[src/rtl/palette_update_controller.sv]
// Palette update sequencer: SPI writes land in a 16-entry shadow table and a commit replays
// only the dirty entries into the palette write port during vertical blanking.
module palette_update_controller #(
    parameter bit         SYNC_TO_BLANK = 1'b1,
    parameter logic [9:0] VOID_COLOR    = 10'b0000_100_100,
    parameter logic [9:0] WHITE_COLOR   = 10'b1111_100_100
) (
    input  logic       clock_in,
    input  logic       reset_n_in,
    input  logic       write_valid_in,
    output logic       write_ready_out,
    input  logic [3:0] write_index_in,
    input  logic [9:0] write_value_in,
    input  logic       commit_in,
    input  logic       frame_blank_in,
    output logic       assign_color_enable_out,
    output logic [3:0] assign_color_index_out,
    output logic [9:0] assign_color_value_out,
    output logic       busy_out,
    output logic       done_out
);

    typedef enum logic [1:0] {StIdle, StArmed, StApply} state_e;

    state_e      state_q, state_d;
    logic [3:0]  ptr_q, ptr_d;
    logic        pending_q, pending_d;
    logic [15:0] dirty_q, dirty_d;
    logic [9:0]  shadow_q [16];

    logic        enable_d, done_d;
    logic [3:0]  index_d;
    logic [9:0]  value_d;
    logic [15:0] dirty_set, dirty_clr;
    logic        write_fire;

    // Shadow writes are blocked during a pass, so they never race the dirty clear below.
    assign write_ready_out = (state_q != StApply);
    assign write_fire      = write_valid_in && write_ready_out;

    always_comb begin
        state_d   = state_q;
        ptr_d     = ptr_q;
        pending_d = pending_q;
        enable_d  = 1'b0;
        done_d    = 1'b0;
        index_d   = assign_color_index_out;
        value_d   = assign_color_value_out;
        dirty_set = '0;
        dirty_clr = '0;

        if (write_fire) begin
            dirty_set[write_index_in] = 1'b1;
        end

        case (state_q)
            StIdle: begin
                if (commit_in) begin
                    state_d = StArmed;
                end
            end
            StArmed: begin
                if (!SYNC_TO_BLANK || frame_blank_in) begin
                    state_d = StApply;
                    ptr_d   = 4'd0;
                end
            end
            StApply: begin
                if (commit_in) begin
                    pending_d = 1'b1;
                end
                if (dirty_q[ptr_q]) begin
                    enable_d         = 1'b1;
                    index_d          = ptr_q;
                    value_d          = shadow_q[ptr_q];
                    dirty_clr[ptr_q] = 1'b1;
                end
                ptr_d = ptr_q + 4'd1;
                if (ptr_q == 4'd15) begin
                    done_d = 1'b1;
                    // A commit landing on the final edge still re-arms.
                    state_d   = (pending_q || commit_in) ? StArmed : StIdle;
                    pending_d = 1'b0;
                end
            end
            default: state_d = StIdle;
        endcase

        dirty_d = (dirty_q & ~dirty_clr) | dirty_set;
    end

    always_ff @(posedge clock_in or negedge reset_n_in) begin
        if (!reset_n_in) begin
            state_q                 <= StIdle;
            ptr_q                   <= 4'd0;
            pending_q               <= 1'b0;
            dirty_q                 <= '0;
            assign_color_enable_out <= 1'b0;
            assign_color_index_out  <= 4'd0;
            assign_color_value_out  <= 10'd0;
            busy_out                <= 1'b0;
            done_out                <= 1'b0;
        end else begin
            state_q                 <= state_d;
            ptr_q                   <= ptr_d;
            pending_q               <= pending_d;
            dirty_q                 <= dirty_d;
            assign_color_enable_out <= enable_d;
            assign_color_index_out  <= index_d;
            assign_color_value_out  <= value_d;
            busy_out                <= (state_d != StIdle);
            done_out                <= done_d;
        end
    end

    // Defaults match the palette's own reset so both tables agree after reset.
    always_ff @(posedge clock_in or negedge reset_n_in) begin
        if (!reset_n_in) begin
            shadow_q[0] <= VOID_COLOR;
            for (int i = 1; i < 16; i++) begin
                shadow_q[i] <= WHITE_COLOR;
            end
        end else if (write_fire) begin
            shadow_q[write_index_in] <= write_value_in;
        end
    end

endmodule
[config.mk]
export PLATFORM = sky130hd
export DESIGN_NAME = palette_update_controller
export DESIGN_NICKNAME = d
export VERILOG_FILES = /design/src/rtl/palette_update_controller.sv
export SDC_FILE = /design/constraint.sdc
export NUM_CORES = 1
export LEC_CHECK = 0
export CORE_AREA = 2 2 132 134
export CTS_BUF_LIST = sky130_fd_sc_hd__clkbuf_2
export DETAILED_ROUTE_END_ITERATION = 10
export DIE_AREA = 0 0 134 136
export GPL_ROUTABILITY_DRIVEN = 1
export PLACE_DENSITY = 0.73
export SKIP_LAST_GASP = 1
export SLEW_MARGIN = 20
export SYNTH_ARGS = -nofsm -noshare
export SYNTH_HDL_FRONTEND = slang
export SYNTH_SLANG_ARGS = --single-unit
[constraint.sdc]
create_clock -name clock_in -period 2.5 [get_ports clock_in]
set_clock_uncertainty 0.15 [all_clocks]
set_input_delay 0.5 -clock clock_in [delete_from_list [all_inputs] [get_ports clock_in]]
set_output_delay 0.5 -clock clock_in [all_outputs]
set_load 0.01 [all_outputs]
==> load_flow_metrics.sql, run 1 <==
INSERT INTO impl_metrics (metric_group, metric, value, unit) VALUES
('power', 'total_design_power', '11.62', 'mW'),
('worst_setup_path', 'crit_start', 'assign_color_index_out[0]', ''),
('floorplanning', 'fp.dieH', '136', 'µm'),
('synth', 'syn_area', '9151', 'µm²'),
('synth', 'synth_top_family_by_area', 'multiplexers', ''),
('worst_setup_path', 'max_stage_delay_on_crit_path', '530', 'ps'),
('cts', 'clock_tree_from_tritoncts', 'yes', ''),
('cts', 'cts_root_buffer', 'sky130_fd_sc_hd__clkbuf_2', ''),
('final_layout', 'drive_above_1_share', '0.5896', ''),
('timing', 'timing.final.crit_period', '2387', 'ps'),
('worst_setup_path', 'worst-setup-path-type', 'reg -> out', ''),
('synth', 'syn-instance-count', '610', ''),
('worst_setup_path', 'critical_path.cell_chain', 'clkdlybuf4s50_1', ''),
('floorplanning', 'boundaryPins', '37', ''),
('power', 'peak_supply_drop', '0.0007806', 'V'),
('synth', 'synth-compound-area-share', '0.04621', ''),
('detailed_routing', 'vias_per_cell', '5.944', ''),
('cts', 'htreeDepth', '4', ''),
('worst_setup_path', 'critPathTopFamily', 'buffers and inverters', ''),
('worst_setup_path', 'critPathLaunchType', 'flop', ''),
('timing', 'finalHoldViolations', '0', ''),
('timing', 'final-setup-viol-count', '0', ''),
('cts', 'cts_buffers', '17', ''),
('power', 'pwr-share-comb', '0.380', ''),
('power', 'register_share_of_total_power', '0.476', ''),
('grt', 'grt_pass1_vias', '5827', ''),
('worst_setup_path', 'slowest_stage', 'sky130_fd_sc_hd__clkdlybuf4s50_1', ''),
('worst_setup_path', 'crit_arrival', '1740', 'ps'),
('synth', 'avgSynthCellArea', '15.00', 'µm²'),
('outcome', 'status', 'finished clean', ''),
('power', 'p_int', '8.036', 'mW'),
('hold_path', 'holdCritPathClass', 'in -> async', ''),
('worst_setup_path', 'critPathMaxFanout', '2', ''),
('place', 'gp_congestion', '0.8238', ''),
('power', 'pwr-share-clk', '0.143', ''),
('floorplanning', 'initial_core_util', '0.5423', ''),
('detailed_routing', 'detailroute.via_count', '5457', ''),
('synth', 'mappedNetlistNets', '633', ''),
('timing', 'clock.fmax', '418.9', 'MHz'),
('timing', 'rsz0062_at_grt', 'no', ''),
('place', 'placement.cell_area', '10160', 'µm²'),
('synth', 'synth.ff_latch_count', '200', ''),
('grt', 'globalRouteOverflowTotal', '0', ''),
('floorplanning', 'std_cell_rows', '48', ''),
('synth', 'ys_types', '41', ''),
('power', 'p_sw', '3.589', 'mW'),
('detailed_routing', 'drt_pass1_iterations', '5', ''),
('synth', 'yosysSeqAreaShare', '0.5595', ''),
('cts', 'clock_path_buffers', '2', ''),
('cts', 'clk_pin_slew', '270', 'ps'),
('synth', 'synth.area.mux_share', '0.3255', ''),
('grt', 'groute.usage.overall', '0.2423', ''),
('worst_setup_path', 'cp.required', '1850', 'ps'),
('timing', 'layout_worst_path_cycle_share', '0.9548', ''),
('detailed_routing', 'detail-route-antenna-nets', '0', ''),
('detailed_routing', 'drc_errors', '0', ''),
('final_layout', 'multi_input_area', '3851', 'µm²'),
('cts', 'clk-insertion-delay-late', '800', 'ps'),
('power', 'switching_share', '0.3087', ''),
('final_layout', 'flow.area_growth_from_synthesis', '14.46', '%'),
('synth', 'synth_simple_gate_area_frac', '0.04197', ''),
('grt', 'number_of_antenna_violations_at_the_first_check_in_global_routing', '1', ''),
('grt', 'grt_first_pass_wirelength', '32820', 'µm'),
('final_layout', 'design.final.nets', '702', ''),
('synth', 'synth_adder_area_share', '0.005469', ''),
('worst_setup_path', 'crit-reg2reg-launch', 'ptr_q[1]', ''),
('grt', 'grt_start_max_net_pins', '74', ''),
('final_layout', 'finalCoreUtilization', '0.6207', ''),
('place', 'buffer_ports.inserted', '36', ''),
('floorplanning', 'floorplan.die_area', '18220', 'µm²'),
('run', 'max_cap_violations', '0', '');
cells in the mapped netlist (all sizes together):
master  count  area [µm²]
mux2      175        2008
dfrtp     108        2703
dfstp      92        2417
mux4       40       900.9
nand2      30       112.6
o21ai      23       118.9
clkbuf     21       78.83
a22oi      20       150.1
nor2       19       91.34
buf        18       98.85
mux2i       7       70.07
nand3       6       30.03
nor3        5       25.02
a21o        4       30.03
a21oi       4       20.02
ha          4       50.05
inv         4       17.52
nor2b       4       25.02
a311o       3       30.03
and2        2       12.51
nand2b      2       12.51
nand4       2       12.51
nand4b      2       17.52
o211ai      2       15.01
o311ai      2       17.52
or4         2       15.01
a211oi      1       7.510
a22o        1       8.760
and2b       1       10.01
and3        1       6.260
nor3b       1       7.510
o221ai      1       8.760
o31ai       1       7.510
o32ai       1       8.760
or2         1       6.260
through the flow:
stage | setup slack [ps] | hold slack [ps] | instances
final | 113.1 | 81.50 | 918
after global routing | 4.147 | 46.03 | 918
after CTS | 0.5298 | 36.41 | 914
after detailed placement | 36.53 | 325.5 | 880
after global placement | 74.73 | 308.1 | 880
after floorplan | 245.0 | 54.41 | 610
registers in the layout, indices dropped and copies added, names as in the netlist:
signal,cells
shadow_q,160
assign_color_enable_out,1
assign_color_value_out,10
done_out,1
assign_color_index_out,4
busy_out,1
ptr_q,4
state_q,2
pending_q,1
dirty_q,16
worst paths after layout:
| kind | end | slack [ps] | cells after the start |
|---|---|---|---|
| max | assign_color_index_out[0] | 110 | 1 |
| min | assign_color_index_out[2] | 80 | 2 |
| max reg2reg | assign_color_value_out[3] | 130 | 6 |
| min reg2reg | dirty_q[1] | 370 | 1 |
| max in group asynchronous | shadow_q[75] | 1330 | 3 |
| min in group clock_in | pending_q | 220 | 3 |
metal layers:
layer  GRT usage  wire, µm
met1      0.3234      9181
met2      0.3991     10050
met3     0.05444       889
met4     0.07624       367
met5           0         0
placed cells by master (no fill, tap or decap), types with 4 or more instances in the layout:
cell / count
sky130_fd_sc_hd__a22oi_1: 20
sky130_fd_sc_hd__buf_4: 39
sky130_fd_sc_hd__o21ai_0: 22
sky130_fd_sc_hd__nand3_1: 6
sky130_fd_sc_hd__clkdlybuf4s50_1: 27
sky130_fd_sc_hd__mux2_4: 10
sky130_fd_sc_hd__nor2_1: 11
sky130_fd_sc_hd__dfstp_2: 92
sky130_fd_sc_hd__dfrtp_1: 106
sky130_fd_sc_hd__buf_12: 13
sky130_fd_sc_hd__nor2b_1: 4
sky130_fd_sc_hd__a21o_1: 4
sky130_fd_sc_hd__mux2_2: 165
sky130_fd_sc_hd__ha_1: 4
sky130_fd_sc_hd__dlymetal6s2s_1: 7
sky130_fd_sc_hd__nor2_2: 8
sky130_fd_sc_hd__mux2i_1: 7
sky130_fd_sc_hd__a21oi_1: 4
sky130_fd_sc_hd__clkbuf_2: 19
sky130_fd_sc_hd__mux4_2: 40
sky130_fd_sc_hd__nand2_1: 30
sky130_fd_sc_hd__inv_6: 4
power groups by stage:
stage | combinational, mW | clock (mW) | sequential (mW)
after floorplan | 3.18 | 0 | 5.40
after global placement | 4.31 | 0 | 5.51
after detailed placement | 4.41 | 0 | 5.62
after CTS | 4.45 | 1.72 | 5.54
after global routing | 4.76 | 1.85 | 5.69
final | 4.42 | 1.67 | 5.54
final cells by class:
cell class,count,share of cell area
antenna,1,0.0002389
clock buffer,18,0.008600
clock inverter,14,0.01624
inverter,4,0.001672
multi-input combinational,367,0.3677
sequential,200,0.4890
tap,225,0.02688
timing repair buffer,89,0.08970
timing repair:
action / CTS / global route
buffers inserted: 1 / 3
hold buffers: 1 / 0
gates resized for setup: 2 / 8
endpoints found under the setup margin: 1 / 9
hold endpoints to repair: 133 / 0
kinds of logic after synthesis:
family / count (synthesis)
mux: 222
flops: 200
simple gates: 78
compound gates: 63
buf+inv: 43
fa+ha+maj: 4
Power figures use the tool's default switching activity.
==> inputs of run 2 (changes only) <==
- PLACE_DENSITY: 0.73 -> unset
- PLACE_DENSITY_LB_ADDON: unset -> 0.15
==> run 2 against run 1 <==
Against the previous run: setup slack worse by 25 ps; routed wire length is 2.4% higher; combinational power hardly changed; critical path type unchanged; critical endpoint is now assign_color_index_out[2].
==> load_flow_metrics.sql, run 2 (same netlist as run 1, synthesis figures left out) <==
INSERT INTO impl_metrics (metric_group, metric, value, unit) VALUES
('grt', 'globalRouteOverflowTotal', '0', ''),
('power', 'power.leakage', '4.250', 'nW'),
('final_layout', 'filler_cell_count', '1299', ''),
('timing', 'slew_viol_final', '0', ''),
('worst_setup_path', 'critPathMaxFanout', '2', ''),
('detailed_routing', 'detail_route.iter0.violations', '347', ''),
('cts', 'clock_path_buffers', '2', ''),
('grt', 'grt_start_max_net_pins', '73', ''),
('worst_setup_path', 'critPathLaunchType', 'flop', ''),
('outcome', 'status', 'finished clean', ''),
('cts', 'htreeDepth', '4', ''),
('floorplanning', 'initial_core_util', '0.5423', ''),
('timing', 'clock.fmax', '414.7', 'MHz'),
('timing', 'finalHoldViolations', '0', ''),
('final_layout', 'top_register', 'shadow_q', ''),
('worst_setup_path', 'max_stage_delay_on_crit_path', '540', 'ps'),
('floorplanning', 'std_cell_rows', '48', ''),
('detailed_routing', 'detailroute.via_count', '5463', ''),
('worst_setup_path', 'path_buf_inv', '1', ''),
('timing', 'final-setup-viol-count', '0', ''),
('worst_setup_path', 'slowest_stage', 'sky130_fd_sc_hd__clkdlybuf4s50_1', ''),
('final_layout', 'flip_flop_count_of_the_largest_register_after_layout', '160', ''),
('final_layout', 'flow.area_growth_from_synthesis', '14.90', '%'),
('timing', 'hold_slack', '215.3', 'ps'),
('run', 'max_cap_violations', '0', ''),
('cts', 'clk-insertion-delay-late', '790', 'ps'),
('timing', 'worst_slew_pin_slew', '611.0', 'ps'),
('power', 'power.density', '1114', 'nW/µm²'),
('place', 'buffer_ports.inserted', '36', ''),
('final_layout', 'most_frequent_cells_in_the_layout', '165 x sky130_fd_sc_hd__mux2_2, 106 x sky130_fd_sc_hd__dfrtp_1, 92 x sky130_fd_sc_hd__dfstp_2, 40 x sky130_fd_sc_hd__mux4_2, 37 x sky130_fd_sc_hd__buf_4', ''),
('grt', 'gr-usage-met3', '0.04847', ''),
('timing', 'layout_worst_path_cycle_share', '0.9646', ''),
('detailed_routing', 'drt-wirelength-per-cell', '22.82', 'µm'),
('detailed_routing', 'vias_per_cell', '5.945', ''),
('floorplanning', 'boundaryPins', '37', ''),
('worst_setup_path', 'critPathTopFamily', 'buffers and inverters', ''),
('cts', 'cts.sinks', '200', ''),
('grt', 'busiest_layer', 'met2', ''),
('cts', 'cts_buffers', '17', ''),
('grt', 'groute.layer.met2.usage', '0.3974', ''),
('floorplanning', 'fp.dieH', '136', 'µm'),
('worst_setup_path', 'end_kind', 'output port', ''),
('detailed_routing', 'drt_wl_total', '20980', 'µm'),
('floorplanning', 'floorplan.core_area', '16880', 'µm²'),
('final_layout', 'finalNonFillerCells', '919', ''),
('power', 'peak_supply_drop', '0.0005409', 'V'),
('worst_setup_path', 'crit_arrival', '1760', 'ps'),
('final_layout', 'layout_top_registers', 'shadow_q (160), dirty_q (16), assign_color_value_out (10)', ''),
('hold_path', 'holdCritPathClass', 'in -> reg', ''),
('cts', 'cts_root_buffer', 'sky130_fd_sc_hd__clkbuf_2', ''),
('grt', 'grt_first_pass_wirelength', '33370', 'µm'),
('place', 'gp_congestion', '0.8421', ''),
('timing', 'worst_slew_margin_rel', '0.5914', ''),
('detailed_routing', 'detail-route-antenna-nets', '0', ''),
('place', 'post-dp-hpwl', '13790', 'µm'),
('grt', 'number_of_antenna_violations_at_the_first_check_in_global_routing', '1', ''),
('grt', 'grt_pass1_vias', '5917', ''),
('final_layout', 'layout.cells.most_common', 'sky130_fd_sc_hd__mux2_2', ''),
('place', 'dp.cells', '879', ''),
('timing', 'timing.final.crit_period', '2411', 'ps'),
('detailed_routing', 'drc_errors', '0', ''),
('worst_setup_path', 'cp.required', '1850', 'ps'),
('detailed_routing', 'drt_pass1_iterations', '4', ''),
('grt', 'groute.usage.overall', '0.2469', ''),
('floorplanning', 'floorplan.die_area', '18220', 'µm²'),
('cts', 'clock_tree_from_tritoncts', 'yes', ''),
('worst_setup_path', 'critical_path.cell_chain', 'clkdlybuf4s50_1', ''),
('final_layout', 'drive_above_1_share', '0.5859', ''),
('final_layout', 'design.final.nets', '703', ''),
('worst_setup_path', 'worst-setup-path-type', 'reg -> out', ''),
('grt', 'gr-usage-met1', '0.3291', ''),
('cts', 'clk_pin_slew', '290', 'ps'),
('floorplanning', 'die_w', '134', 'µm'),
('timing', 'tns', '0', 'ps');
[run 2: timing repair]
| item | CTS | global route |
|---|---|---|
| setup buffers | 0 | 4 |
| gates cloned | 0 | 0 |
| hold buffers | 3 | 0 |
| setup endpoints to repair | 1 | 12 |
| pin swaps | 0 | 0 |
| resized for setup | 2 | 4 |
| endpoints found under the hold margin | 131 | 0 |
[run 2: through the flow]
step                      utilization  power, mW  setup slack (ps)  instance area (µm²)
after CTS                      0.6211      11.78             15.64                10480
final                          0.6231      11.71             88.52                10520
after floorplan                     -      8.581             245.0                 9151
after global placement         0.6025      9.823             137.4                10170
after detailed placement       0.6025      10.04             92.40                10170
after global routing           0.6231      12.44            -5.249                10520
[run 2: area by class of cell]
| class | count | area [µm²] | share of cell area |
|---|---|---|---|
| Antenna cell | 1 | 2.502 | 0.0002380 |
| Clock buffer | 17 | 85.08 | 0.008091 |
| Clock inverter | 15 | 200.2 | 0.01904 |
| Inverter | 4 | 17.52 | 0.001666 |
| Multi-Input combinational cell | 367 | 3851 | 0.3663 |
| Sequential cell | 200 | 5125 | 0.4874 |
| Tap cell | 225 | 281.5 | 0.02677 |
| Timing Repair Buffer | 90 | 952.2 | 0.09055 |
[run 2: path summary, 6_finish.rpt]
check                           slack (ps)                 startpoint  depth (start not counted)                        end
worst max-delay path                    90  assign_color_index_out[2]                          1  assign_color_index_out[2]
worst min-delay path                   220                  commit_in                          3                  pending_q
worst max register to register         140                 state_q[0]                          7  assign_color_value_out[9]
worst min register to register         380                 dirty_q[2]                          1                 dirty_q[2]
max in group asynchronous              470                 reset_n_in                          4                   ptr_q[0]
min in group asynchronous              550                 reset_n_in                          3                shadow_q[1]
[run 2: layer usage]
layer  share of wire  vias up  wire [µm]
met4           0.020        0        410
met3           0.052       26       1100
met5               0        -          0
met2            0.50      131      10380
met1            0.43     2906       9079
li1                -     2400          -
[run 2: power by group]
part / total, mW / internal, mW / switching [mW]
Combinational: 4.42 / 2.60 / 1.82
Sequential: 5.53 / 4.87 / 0.657
Clock: 1.76 / 0.661 / 1.10
[run 2: worst min-delay path: cells and delay by family]
| kind | cells | cell delay, ps |
|---|---|---|
| buffers and inverters | 1 | 440 |
| and+or+nand+nor | 1 | 50 |
| AOI/OAI and AO/OA | 1 | 150 |
==> inputs of run 3 (changes only) <==
- CTS_BUF_LIST: sky130_fd_sc_hd__clkbuf_2 -> sky130_fd_sc_hd__clkbuf_16
==> run 3 against run 2 <==
Against the previous run: global-route usage up 0.18 points; register-to-register slack better by 30 ps; final cell count down 0.76%; first-iteration DRC count down 7.8%; highest routed layer unchanged.
==> load_flow_metrics.sql, run 3 (same netlist as run 1, synthesis figures left out) <==
INSERT INTO impl_metrics (metric_group, metric, value, unit) VALUES
('outcome', 'status', 'finished clean', ''),
('timing', 'worst_slew_margin_rel', '0.5884', ''),
('cts', 'clock_tree_from_tritoncts', 'yes', ''),
('worst_setup_path', 'crit_arrival', '2500', 'ps'),
('timing', 'hold_slack', '347.3', 'ps'),
('final_layout', 'flow.area_growth_from_synthesis', '18.05', '%'),
('cts', 'cts_buffers', '17', ''),
('grt', 'globalRouteOverflowTotal', '0', ''),
('detailed_routing', 'drt_wl_total', '20950', 'µm'),
('grt', 'grt_start_max_net_pins', '73', ''),
('worst_setup_path', 'crit-reg2reg-launch', 'state_q[0]', ''),
('power', 'power.density', '1190', 'nW/µm²'),
('floorplanning', 'boundaryPins', '37', ''),
('grt', 'groute.usage.overall', '0.2487', ''),
('timing', 'final-setup-viol-count', '0', ''),
('timing', 'layout_worst_path_cycle_share', '0.9333', ''),
('worst_setup_path', 'end_kind', 'flop', ''),
('worst_setup_path', 'worst_r2r_endpoint', 'assign_color_value_out[9]', ''),
('cts', 'cts.sinks', '200', ''),
('detailed_routing', 'detail-route-antenna-nets', '0', ''),
('final_layout', 'most_frequent_cells_in_the_layout', '165 x sky130_fd_sc_hd__mux2_2, 106 x sky130_fd_sc_hd__dfrtp_1, 92 x sky130_fd_sc_hd__dfstp_2, 40 x sky130_fd_sc_hd__mux4_2, 35 x sky130_fd_sc_hd__clkdlybuf4s50_1', ''),
('worst_setup_path', 'critPathLaunchType', 'flop', ''),
('final_layout', 'design.final.nets', '697', ''),
('final_layout', 'design_area', '10800', 'µm²'),
('detailed_routing', 'detail_route.iter0.violations', '320', ''),
('run', 'max_cap_violations', '0', ''),
('timing', 'slew_viol_final', '0', ''),
('worst_setup_path', 'critical_path.endpoint', 'assign_color_value_out[9]', ''),
('timing', 'tns', '0', 'ps'),
('detailed_routing', 'drc_errors', '0', ''),
('floorplanning', 'floorplan.die_area', '18220', 'µm²'),
('place', 'post-dp-hpwl', '13790', 'µm'),
('worst_setup_path', 'critPathTopFamily', 'compound AO/OA/AOI/OAI gates', ''),
('timing', 'finalHoldViolations', '0', ''),
('floorplanning', 'floorplan.core_area', '16880', 'µm²'),
('floorplanning', 'die_w', '134', 'µm'),
('worst_setup_path', 'max_stage_delay_on_crit_path', '370', 'ps'),
('place', 'gp_congestion', '0.8421', ''),
('final_layout', 'insertedDiodeCount', '0', ''),
('worst_setup_path', 'slowest_stage', 'sky130_fd_sc_hd__dfrtp_1', ''),
('worst_setup_path', 'critPathMaxFanout', '10', ''),
('final_layout', 'drive_above_1_share', '0.5837', ''),
('hold_path', 'holdCritPathClass', 'reg -> reg', ''),
('final_layout', 'top_register', 'shadow_q', ''),
('floorplanning', 'std_cell_rows', '48', ''),
('timing', 'clock.fmax', '428.6', 'MHz'),
('cts', 'clk-insertion-delay-late', '430', 'ps'),
('final_layout', 'layout.cells.most_common', 'sky130_fd_sc_hd__mux2_2', ''),
('final_layout', 'layout_top_registers', 'shadow_q (160), dirty_q (16), assign_color_value_out (10)', ''),
('cts', 'clk_pin_slew', '70', 'ps'),
('worst_setup_path', 'worst-setup-path-type', 'reg -> reg', ''),
('detailed_routing', 'drt-wirelength-per-cell', '22.97', 'µm'),
('timing', 'rsz0062_at_grt', 'no', ''),
('worst_setup_path', 'r2r_slack', '170', 'ps'),
('worst_setup_path', 'path_buf_inv', '2', ''),
('timing', 'worst_slew_pin_slew', '615.5', 'ps'),
('worst_setup_path', 'crit_start', 'state_q[0]', ''),
('floorplanning', 'fp.dieH', '136', 'µm'),
('worst_setup_path', 'cp.required', '2670', 'ps'),
('worst_setup_path', 'worst_path_most_repeated_cell', 'sky130_fd_sc_hd__a311o_1', ''),
('timing', 'timing.final.crit_period', '2333', 'ps'),
('cts', 'clock_path_buffers', '2', ''),
('grt', 'grt_first_pass_wirelength', '33610', 'µm'),
('power', 'power.leakage', '4.334', 'nW'),
('grt', 'number_of_antenna_violations_at_the_first_check_in_global_routing', '0', ''),
('detailed_routing', 'vias_per_cell', '5.986', ''),
('cts', 'cts_root_buffer', 'sky130_fd_sc_hd__clkbuf_16', ''),
('grt', 'grt_pass1_vias', '5906', ''),
('worst_setup_path', 'worstRegToRegCells', '7', ''),
('hold_path', 'hold_path.startpoint', 'dirty_q[2]', ''),
('floorplanning', 'initial_core_util', '0.5423', ''),
('final_layout', 'flip_flop_count_of_the_largest_register_after_layout', '160', ''),
('cts', 'post_cts.repair.setup_buffers', '0', ''),
('place', 'buffer_ports.inserted', '36', ''),
('detailed_routing', 'detailroute.via_count', '5459', ''),
('cts', 'htreeDepth', '4', ''),
('worst_setup_path', 'critical_path.cell_chain', 'and2b_4, inv_4, a311o_1, a311o_1, o21ai_2, buf_4, mux2_2', ''),
('power', 'peak_supply_drop', '0.0005734', 'V'),
('place', 'placement.cell_area', '10170', 'µm²'),
('worst_setup_path', 'number_of_gates_on_the_worst_path_with_buffers_counted', '7', ''),
('detailed_routing', 'drt_pass1_iterations', '4', ''),
('power', 'total_design_power', '12.86', 'mW');
==> run 3: power breakdown <==
| group | leakage (nW) | switching [mW] | total, mW | internal [mW] |
|---|---|---|---|---|
| clock network | 0.294 | 1.22 | 2.90 | 1.68 |
| logic | 1.78 | 1.82 | 4.40 | 2.58 |
| registers | 2.26 | 0.665 | 5.56 | 4.90 |
| total | 4.33 | 3.70 | 12.9 | 9.15 |
==> run 3: worst reg2reg max path, stage by stage (launching register included) <==
cell,delay (ps)
sky130_fd_sc_hd__dfrtp_1,370
sky130_fd_sc_hd__and2b_4,260
sky130_fd_sc_hd__inv_4,70
sky130_fd_sc_hd__a311o_1,310
sky130_fd_sc_hd__a311o_1,360
sky130_fd_sc_hd__o21ai_2,110
sky130_fd_sc_hd__buf_4,230
sky130_fd_sc_hd__mux2_2,350
==> run 3: metrics by stage <==
step / setup slack [ps] / util / cells
2_1_floorplan: 245.0 / - / 610
5_1_grt: 87.81 / 0.6401 / 912
3_5_place_dp: 92.40 / 0.6025 / 879
3_3_place_gp: 137.4 / 0.6025 / 879
4_1_cts: 147.5 / 0.6401 / 912
6_report: 166.8 / 0.6401 / 912
==> run 3: final cells by class <==
| type | count | area [µm²] |
|---|---|---|
| Clock inverter | 15 | 200.2 |
| Inverter | 4 | 17.52 |
| Fill cell | 1251 | 6073 |
| Clock buffer | 17 | 425.4 |
| Timing Repair Buffer | 84 | 902.1 |
| Multi-Input combinational cell | 367 | 3851 |
| Sequential cell | 200 | 5125 |
| Tap cell | 225 | 281.5 |
==> run 3: worst min path at each step <==
stage	to	cells after the start	slack (ps)
finish	dirty_q[2]	1	350
global route	dirty_q[3]	1	370
CTS	assign_color_index_out[3]	2	350
detailed placement	state_q[1]	1	310
global placement	busy_out	1	300
floorplan	assign_color_enable_out	0	50
==> run 3: layer usage <==
metal	track usage	routed length [µm]	share of wire	vias to the layer above
met5	0	0	0	-
met4	0.1141	649	0.031	0
met3	0.04661	905	0.043	42
met2	0.3980	10220	0.49	134
met1	0.3330	9172	0.44	2891
li1	-	-	-	2392
==> run 3: what timing repair did <==
item,4_1_cts,5_1_grt
endpoints found under the hold margin,17,0
gates resized for setup,0,1
endpoints found under the setup margin,0,1
hold buffers,1,0
